`src/rtl/iterative_shift_sequencer_if.sv`:
```
// Request/result bundle for iterative_shift_sequencer.
//   up_valid/up_ready    request handshake (requester -> shifter)
//   up_data              operand, N bits
//   up_amount            shift distance, W bits
//   up_dir               0 = left, 1 = right
//   up_arith             right shifts only: fill with operand MSB
//   down_valid/down_ready result handshake (shifter -> consumer)
//   down_data            shifted result, N bits
//   busy                 shifter is working or holding a result
// The slave modport is the shifter side; master is the requester/consumer side.
interface iterative_shift_sequencer_if #(
    parameter int N = 8,
    parameter int W = $clog2(N)
) ();
    logic         up_valid;
    logic         up_ready;
    logic [N-1:0] up_data;
    logic [W-1:0] up_amount;
    logic         up_dir;
    logic         up_arith;
    logic         down_valid;
    logic         down_ready;
    logic [N-1:0] down_data;
    logic         busy;

    modport slave (
        input  up_valid, up_data, up_amount, up_dir, up_arith, down_ready,
        output up_ready, down_valid, down_data, busy
    );

    modport master (
        output up_valid, up_data, up_amount, up_dir, up_arith, down_ready,
        input  up_ready, down_valid, down_data, busy
    );
endinterface

```
`src/rtl/iterative_shift_sequencer.sv`:
```
// Multi-cycle variable shifter. One shift stage is reused W times per
// operation; stage k shifts by 2**k when bit k of the captured amount is set.
// Latency is a fixed W edges from accept to down_valid.
// Ports:
//   clk  clock, rising edge
//   rst  asynchronous active-high reset
//   bus  slave side of iterative_shift_sequencer_if (request in, result out)
module iterative_shift_sequencer #(
    parameter int N = 8,
    parameter int W = $clog2(N)
) (
    input  logic                          clk,
    input  logic                          rst,
    iterative_shift_sequencer_if.slave    bus
);

    typedef enum logic [1:0] {
        S_IDLE  = 2'd0,
        S_SHIFT = 2'd1,
        S_DONE  = 2'd2
    } state_t;

    localparam logic [W-1:0] K_LAST = W'(W - 1);

    state_t         state_q;
    logic [W-1:0]   k_q;
    logic [W-1:0]   amount_q;
    logic           dir_q;
    logic           fill_q;
    logic [N-1:0]   work_q;
    logic [N-1:0]   down_data_q;

    logic [N-1:0]   stage_d;
    logic [W:0]     dist_s;
    logic [2*N-1:0] ext_s;
    logic           amt_bit_s;

    // One shift stage: distance 2**k, right shifts pull fill bits in from the
    // upper half of the extended word, every result truncated to N bits.
    always_comb begin
        dist_s    = (W+1)'(1) << k_q;
        ext_s     = {{N{fill_q}}, work_q} >> dist_s;
        amt_bit_s = 1'b0;
        for (int i = 0; i < W; i++) begin
            if (k_q == W'(i)) begin
                amt_bit_s = amount_q[i];
            end else begin
                amt_bit_s = amt_bit_s;
            end
        end
        if (amt_bit_s) begin
            if (dir_q) begin
                stage_d = ext_s[N-1:0];
            end else begin
                stage_d = work_q << dist_s;
            end
        end else begin
            stage_d = work_q;
        end
    end

    // Control FSM plus operand capture, stage iteration and result register.
    always_ff @(posedge clk or posedge rst) begin
        if (rst) begin
            state_q     <= S_IDLE;
            k_q         <= '0;
            amount_q    <= '0;
            dir_q       <= 1'b0;
            fill_q      <= 1'b0;
            work_q      <= '0;
            down_data_q <= '0;
        end else begin
            case (state_q)
                S_IDLE: begin
                    if (bus.up_valid) begin
                        work_q   <= bus.up_data;
                        amount_q <= bus.up_amount;
                        dir_q    <= bus.up_dir;
                        // Fill is resolved once: only arithmetic right shifts of a
                        // negative operand bring in ones.
                        fill_q   <= bus.up_arith & bus.up_dir & bus.up_data[N-1];
                        k_q      <= '0;
                        state_q  <= S_SHIFT;
                    end else begin
                        state_q  <= S_IDLE;
                    end
                end
                S_SHIFT: begin
                    work_q <= stage_d;
                    k_q    <= k_q + W'(1);
                    if (k_q == K_LAST) begin
                        down_data_q <= stage_d;
                        state_q     <= S_DONE;
                    end else begin
                        state_q     <= S_SHIFT;
                    end
                end
                S_DONE: begin
                    if (bus.down_ready) begin
                        state_q <= S_IDLE;
                    end else begin
                        state_q <= S_DONE;
                    end
                end
                default: begin
                    state_q <= S_IDLE;
                end
            endcase
        end
    end

    assign bus.up_ready   = (state_q == S_IDLE);
    assign bus.down_valid = (state_q == S_DONE);
    assign bus.busy       = (state_q == S_SHIFT) || (state_q == S_DONE);
    assign bus.down_data  = down_data_q;

endmodule
```
`src/flat_wrapper.sv`:
```
// flat-port wrapper written by rule: the top's interface ports become plain ports
module iterative_shift_sequencer_flat 
#(
    parameter int N = 8,
    parameter int W = $clog2(N)
)
  (clk, rst, bus_up_valid, bus_up_data, bus_up_amount, bus_up_dir, bus_up_arith, bus_down_ready, bus_up_ready, bus_down_valid, bus_down_data, bus_busy);
  iterative_shift_sequencer_if #(.N(N), .W(W)) bus_i ();
  input  logic clk;
  input  logic rst;
  input wire logic [$bits(bus_i.up_valid)-1:0] bus_up_valid;
  input wire logic [$bits(bus_i.up_data)-1:0] bus_up_data;
  input wire logic [$bits(bus_i.up_amount)-1:0] bus_up_amount;
  input wire logic [$bits(bus_i.up_dir)-1:0] bus_up_dir;
  input wire logic [$bits(bus_i.up_arith)-1:0] bus_up_arith;
  input wire logic [$bits(bus_i.down_ready)-1:0] bus_down_ready;
  output wire logic [$bits(bus_i.up_ready)-1:0] bus_up_ready;
  output wire logic [$bits(bus_i.down_valid)-1:0] bus_down_valid;
  output wire logic [$bits(bus_i.down_data)-1:0] bus_down_data;
  output wire logic [$bits(bus_i.busy)-1:0] bus_busy;
  assign bus_i.up_valid = bus_up_valid;
  assign bus_i.up_data = bus_up_data;
  assign bus_i.up_amount = bus_up_amount;
  assign bus_i.up_dir = bus_up_dir;
  assign bus_i.up_arith = bus_up_arith;
  assign bus_i.down_ready = bus_down_ready;
  assign bus_up_ready = bus_i.up_ready;
  assign bus_down_valid = bus_i.down_valid;
  assign bus_down_data = bus_i.down_data;
  assign bus_busy = bus_i.busy;
  iterative_shift_sequencer #(.N(N), .W(W)) u_core (.clk(clk), .rst(rst), .bus(bus_i));
endmodule
```
`config.mk`:
```
export PLATFORM = sky130hd
export DESIGN_NAME = iterative_shift_sequencer_flat
export DESIGN_NICKNAME = d
export VERILOG_FILES = /design/src/rtl/iterative_shift_sequencer_if.sv /design/src/rtl/iterative_shift_sequencer.sv /design/src/flat_wrapper.sv
export SDC_FILE = /design/constraint.sdc
export NUM_CORES = 1
export LEC_CHECK = 0
export CORE_UTILIZATION = 35
export DETAILED_ROUTE_END_ITERATION = 8
export PLACE_DENSITY_LB_ADDON = 0.05
export SYNTH_ARGS = -nofsm -noshare
export SYNTH_HDL_FRONTEND = slang
export SYNTH_SLANG_ARGS = --single-unit
```
`constraint.sdc`:
```
create_clock -name clk -period 2.7 [get_ports clk]
set_input_delay 0.54 -clock clk [delete_from_list [all_inputs] [get_ports clk]]
set_output_delay 0.54 -clock clk [all_outputs]
set_load 0.02 [all_outputs]
```
======== Yosys cells after proc, flatten, opt, wreduce, memory -nomap -nowiden ========
Index checks and enable logic that the tools add are counted.
word-level totals
  bits of input ports ..................... 17
  flip-flop bits (word level) ............. 26
cells by class
  bitwise operators ....................... 2
  shift-type cells ........................ 3
  mux-type cells .......................... 13
  reduce and logical (&&, ||, !) cells .... 7
  add/sub/neg operators ................... 1
  equality and inequality tests ........... 5
operators with widths
  kind                 count
  $mux 8               3
  $pmux 8 s2           1
  $shr 16x4->8         1
  $shl 8x4->8          1
  $pmux 2 s3           1
  $pmux 3 s2           1
  $reduce_and 2->1     3
  $mux 1               4
  $mux 2               2
  $shl 1x3->4 const A  1
  $add 3x1->3 const B  1
  $eq 3x1->1 const B   1
  $eq 3x2->1 const B   1
  $logic_not 3->1      1
  $mux 3               1
  $and 1x1->1          2
  $eq 2x1->1 const B   1
  $eq 2x2->1 const B   1
  $logic_not 2->1      1
  $ne 2x2->1 const B   1
  $reduce_bool 2->1    1
  $logic_or 1x1->1     1

======== Longest topological paths before layout ========
  depth in word-level cells ............... 6
  depth in mapped cells ................... 10
  mapped depth without buffers ............ 7

======== Worst setup path after synthesis ========
No wires, ideal clock.
  path type ............................... register to register
  start ................................... register u_core.state_q[0]
  end ..................................... register u_core.work_q[2]
  arrival ................................. 1.906 ns
  clock period less this slack ............ 2.041 ns
  cell stages (with the launch flop) ...... 9
  library setup time ...................... 0.135 ns
  slack ................................... 0.659 ns
  required time ........................... 2.565 ns
  cell sequence ........................... dfrtp_1 > inv_1 > ha_1 > mux2i_1 > clkbuf_1 > nor2_1 > o21a_1 > a221oi_1 > o31ai_1
between the ends
  word-level cells in the longest chain between the ends .. 3
  elaborated cells between the ends (all ways) .. 6
  those cells by class .................... eq/ne (2); mux (1); reduce/logical (3)
RTL lines
  element                                                    line                             RTL
  start: declaration                                         iterative_shift_sequencer.sv:25  state_t state_q;
  start signal: assignment                                   iterative_shift_sequencer.sv:65  state_q <= S_IDLE;
  start signal: assignment                                   iterative_shift_sequencer.sv:83  state_q <= S_SHIFT;
  start signal: assignment                                   iterative_shift_sequencer.sv:85  state_q <= S_IDLE;
  $logic_not 2->1 *                                          n/a
  via bus_up_ready                                           flat_wrapper.sv:17               output wire logic [$bits(bus_i.up_ready)-1:0] bus_up_ready;
  $ne 2x2->1 (no line) or $reduce_bool 2->1 (tied branches)  n/a
  $reduce_and 2->1 (no line)                                 n/a
  end signal: assignment                                     iterative_shift_sequencer.sv:76  work_q <= bus.up_data;
  end signal: assignment                                     iterative_shift_sequencer.sv:89  work_q <= stage_d;
  end: declaration                                           iterative_shift_sequencer.sv:30  logic [N-1:0] work_q;
The timed path passes the listed nets; every way through them passes the cells marked *.
A chain may end at the register's enable or synchronous reset.

======== Final worst setup path ========
  start ................................... register u_core.k_q[1]
  end ..................................... register u_core.down_data_q[7] (netlist: u_core.bus.down_data[7])
between the ends
  word-level cells in the longest chain between the ends .. 5
  elaborated cells between the ends (all ways) .. 12
  those cells by class .................... eq/ne (2); shift (3); mux (5); reduce/logical (2)
RTL lines
  element                                                              line                             RTL
  start: declaration                                                   iterative_shift_sequencer.sv:26  logic [W-1:0] k_q;
  start signal: assignment                                             iterative_shift_sequencer.sv:90  k_q <= k_q + W'(1);
  parallel branches: the longest is 5 deep, another holds $shl 8x4->8  n/a
  end signal: assignment                                               iterative_shift_sequencer.sv:92  down_data_q <= stage_d;
  end: declaration                                                     iterative_shift_sequencer.sv:31  logic [N-1:0] down_data_q;
Parallel ways; which one is timed is not known.

==> run metrics <==
outcome complete, no violations; Area contributors post-synth dfrtp_1, a21oi_1, ha_1; CTS root buf clkbuf_8; Critical Path, Cell by Cell inv_1, ha_1, buf_4, o21ba_2, o22ai_1, o2111ai_1, o211ai_1, a221o_1; CP Class register to register; placed insts 384; Final setup viols 0; CTS tree done; Req. time, crit path 2.85 ns; Syn Std Cell Area 2310 µm²; Die Wd 83.3 µm; wire per inst 20.5 µm; Worst EP arrival 2.67 ns; CTS buffer count 3; yosys warns 0; FF+latch count, synth 26; synthesis-to-layout area growth 21.3%; Longest Clk Path Bufs 2; row count 29; CP Capture Type register; synthesized net count 301; Startpoint Class register; antenna-violating nets left 0; f_max 397 MHz; slew margin rel. 66.5%; Core Area 6350 µm²; register area share after synthesis 28.1%; routed wire length 7920 µm; Hold Slack 0.505 ns; pwr dens 1360 nW/µm²; Hold Violations, Final 0; post-CTS resize count 0; GRT Util Overall 23.3%; critical path's largest stage delay 0.42 ns; routed vias/inst 6.14; Post-synth EDFFs 0; largest net degree at the start of global routing 27; H-tree depth 1; Yosys top cell area share 28.1%; grt total ovfl 0; Crit Path Max Fanout 11; count of input and output buffers 27; final setup TNS 0 ns; global-route wire length before repair 12600 µm; fraction of registers with async set/reset 100%; DR pass1 iterations 5; via count 2378; max-cap violation count 0; worst min-delay path class register to register; Worst-path clk slew 0.09 ns; hold-fix buffers at CTS 0; post-layout util 44.2%; Mean Syn Cell Area 8.41 µm²; Peak VDD IR 650 µV; drt drc 0; main flop type after synthesis dfrtp_1; Synth cell types 56; Synth area leader dfrtp_1; Die H 83.3 µm; Fillers 664; layout cells sized above 1 14.8%; # diodes 0; initial antenna violation count 0; unrepaired setup endpoints after global routing no; Post-CTS Setup Repair Bufs 0; min Tclk post-route 2.52 ns; vias in the first global route 2277; initial core utilization 36.4%; final cell count without fillers 387; Tot Pwr 3.83 mW; slowest cell on the critical path dfrtp_1; Fin Clk Skew 0.00428 ns; die area 6940 µm²; CTS Sinks 26; Pins Over Slew Limit 0; drt first-iter violations 237; worst-margin pin slew 0.501 ns; Detailed Place HPWL 6070 µm; I/O pins 28; nets@finish 338; clk_lat worst skew 0.27 ns; Leakage 1.20 nW; Final GP Congestion 0.975; period utilization 93.2%; Synth Instances 275
[layout make-up]
type,instances,area [µm²],share of cell area (%)
clock buffer,3,41.3,1.47
inverter,16,60.1,2.14
multi-input combinational,210,1480,52.7
timing repair buffer,55,480,17.1
tap,77,96.3,3.43
sequential,26,651,23.2
[metrics by stage]
step	cell area [µm²]	setup WS, ns
after detailed placement	2770	0.253
final	2810	0.183
after floorplan	2310	0.659
after CTS	2810	0.231
after global placement	2770	0.195
after global routing	2810	0.0967
[path summary, 6_finish.rpt]
path | startpoint | depth (start not counted) | slack, ns | to
setup / recovery | u_core.k_q[1] | 8 | 0.18 | u_core.bus.down_data[7]
hold / removal | u_core.bus.down_data[5] | 2 | 0.51 | u_core.bus.down_data[5]
setup reg to reg | u_core.k_q[1] | 8 | 0.18 | u_core.bus.down_data[7]
hold reg to reg | u_core.bus.down_data[5] | 2 | 0.51 | u_core.bus.down_data[5]
max in group asynchronous | rst | 3 | 1.82 | u_core.work_q[7]
min in group asynchronous | rst | 3 | 0.62 | u_core.state_q[1]
[kinds of logic after synthesis]
group                    after synthesis  synth area share, %
AND/OR/NAND/NOR                       82                 19.3
adder cells (fa/ha/maj)                9                 4.87
multiplexers                          17                 8.22
buffers and inverters                 39                 8.00
flip-flops                            26                 28.1
AO/OA/AOI/OAI                        102                 31.5
[layer usage]
| metal | wire (µm) | GRT usage, % | share of wire (%) |
|---|---|---|---|
| met1 | 3650 | 32.5 | 46 |
| met2 | 3600 | 36.5 | 45 |
| met3 | 473 | 2.98 | 6.0 |
| met4 | 200 | 8.93 | 2.5 |
| met5 | 0 | 0 | 0 |
[state kept, by name (all words and copies together), names as in the netlist]
signal and flops:
u_core.amount_q 3, u_core.k_q 3, u_core.work_q 8, u_core.state_q 2, u_core.bus.down_data 8, u_core.fill_q 1, u_core.dir_q 1
[worst max-delay path, delay by kind of cell (launching register included)]
kind | cells | cell delay [ns]
compound gates | 5 | 1.24
flops | 1 | 0.42
buf+inv | 2 | 0.33
fa+ha+maj | 1 | 0.42
[synth_stat cells (3+ instances only)]
master,number
dfrtp_1,26
a21oi_1,24
nand2_1,20
inv_1,16
nor2_1,15
o21ai_0,12
clkbuf_1,10
mux2i_1,10
ha_1,9
nand3_1,8
buf_2,7
nor2b_1,7
o31ai_1,7
and3_1,6
mux2_2,6
nand2b_1,6
a2111oi_0,5
a21o_1,5
o211ai_1,5
o22ai_1,5
a221o_1,4
a311oi_1,4
buf_4,4
nor3b_1,4
a211oi_1,3
a22o_1,3
a31oi_1,3
nand3b_1,3
nor3_1,3
o21ai_1,3
[cells in the final DEF (no fill, tap or decap), types with 2 or more instances in the layout]
cell / count
mux2_2: 6
a22o_1: 3
o21ai_0: 12
dfrtp_1: 26
and3_1: 6
a22oi_1: 2
clkdlybuf4s50_1: 27
a221oi_1: 2
o31ai_1: 7
a21o_1: 5
clkbuf_8: 3
a2111oi_0: 5
o211ai_1: 5
nand2b_1: 6
nor2b_1: 7
nand2_1: 20
a21oi_1: 24
nor2_1: 15
a221o_1: 4
o21ai_1: 3
nor3b_1: 4
o22ai_1: 5
a311oi_1: 4
a31oi_1: 3
o2111ai_1: 2
buf_4: 28
ha_1: 9
nand3b_1: 3
mux2i_1: 10
nand3_1: 8
or3_1: 2
inv_1: 16
a211oi_1: 3
nor3_1: 3
a221oi_2: 2
[power by group]
group | internal (mW) | leakage [nW] | switching (mW)
sequential | 0.559 | 0.329 | 0.243
combinational | 1.21 | 0.850 | 1.60
clock | 0.0999 | 0.0216 | 0.120
total | 1.86 | 1.20 | 1.96
(Power assumes the default switching activity.)
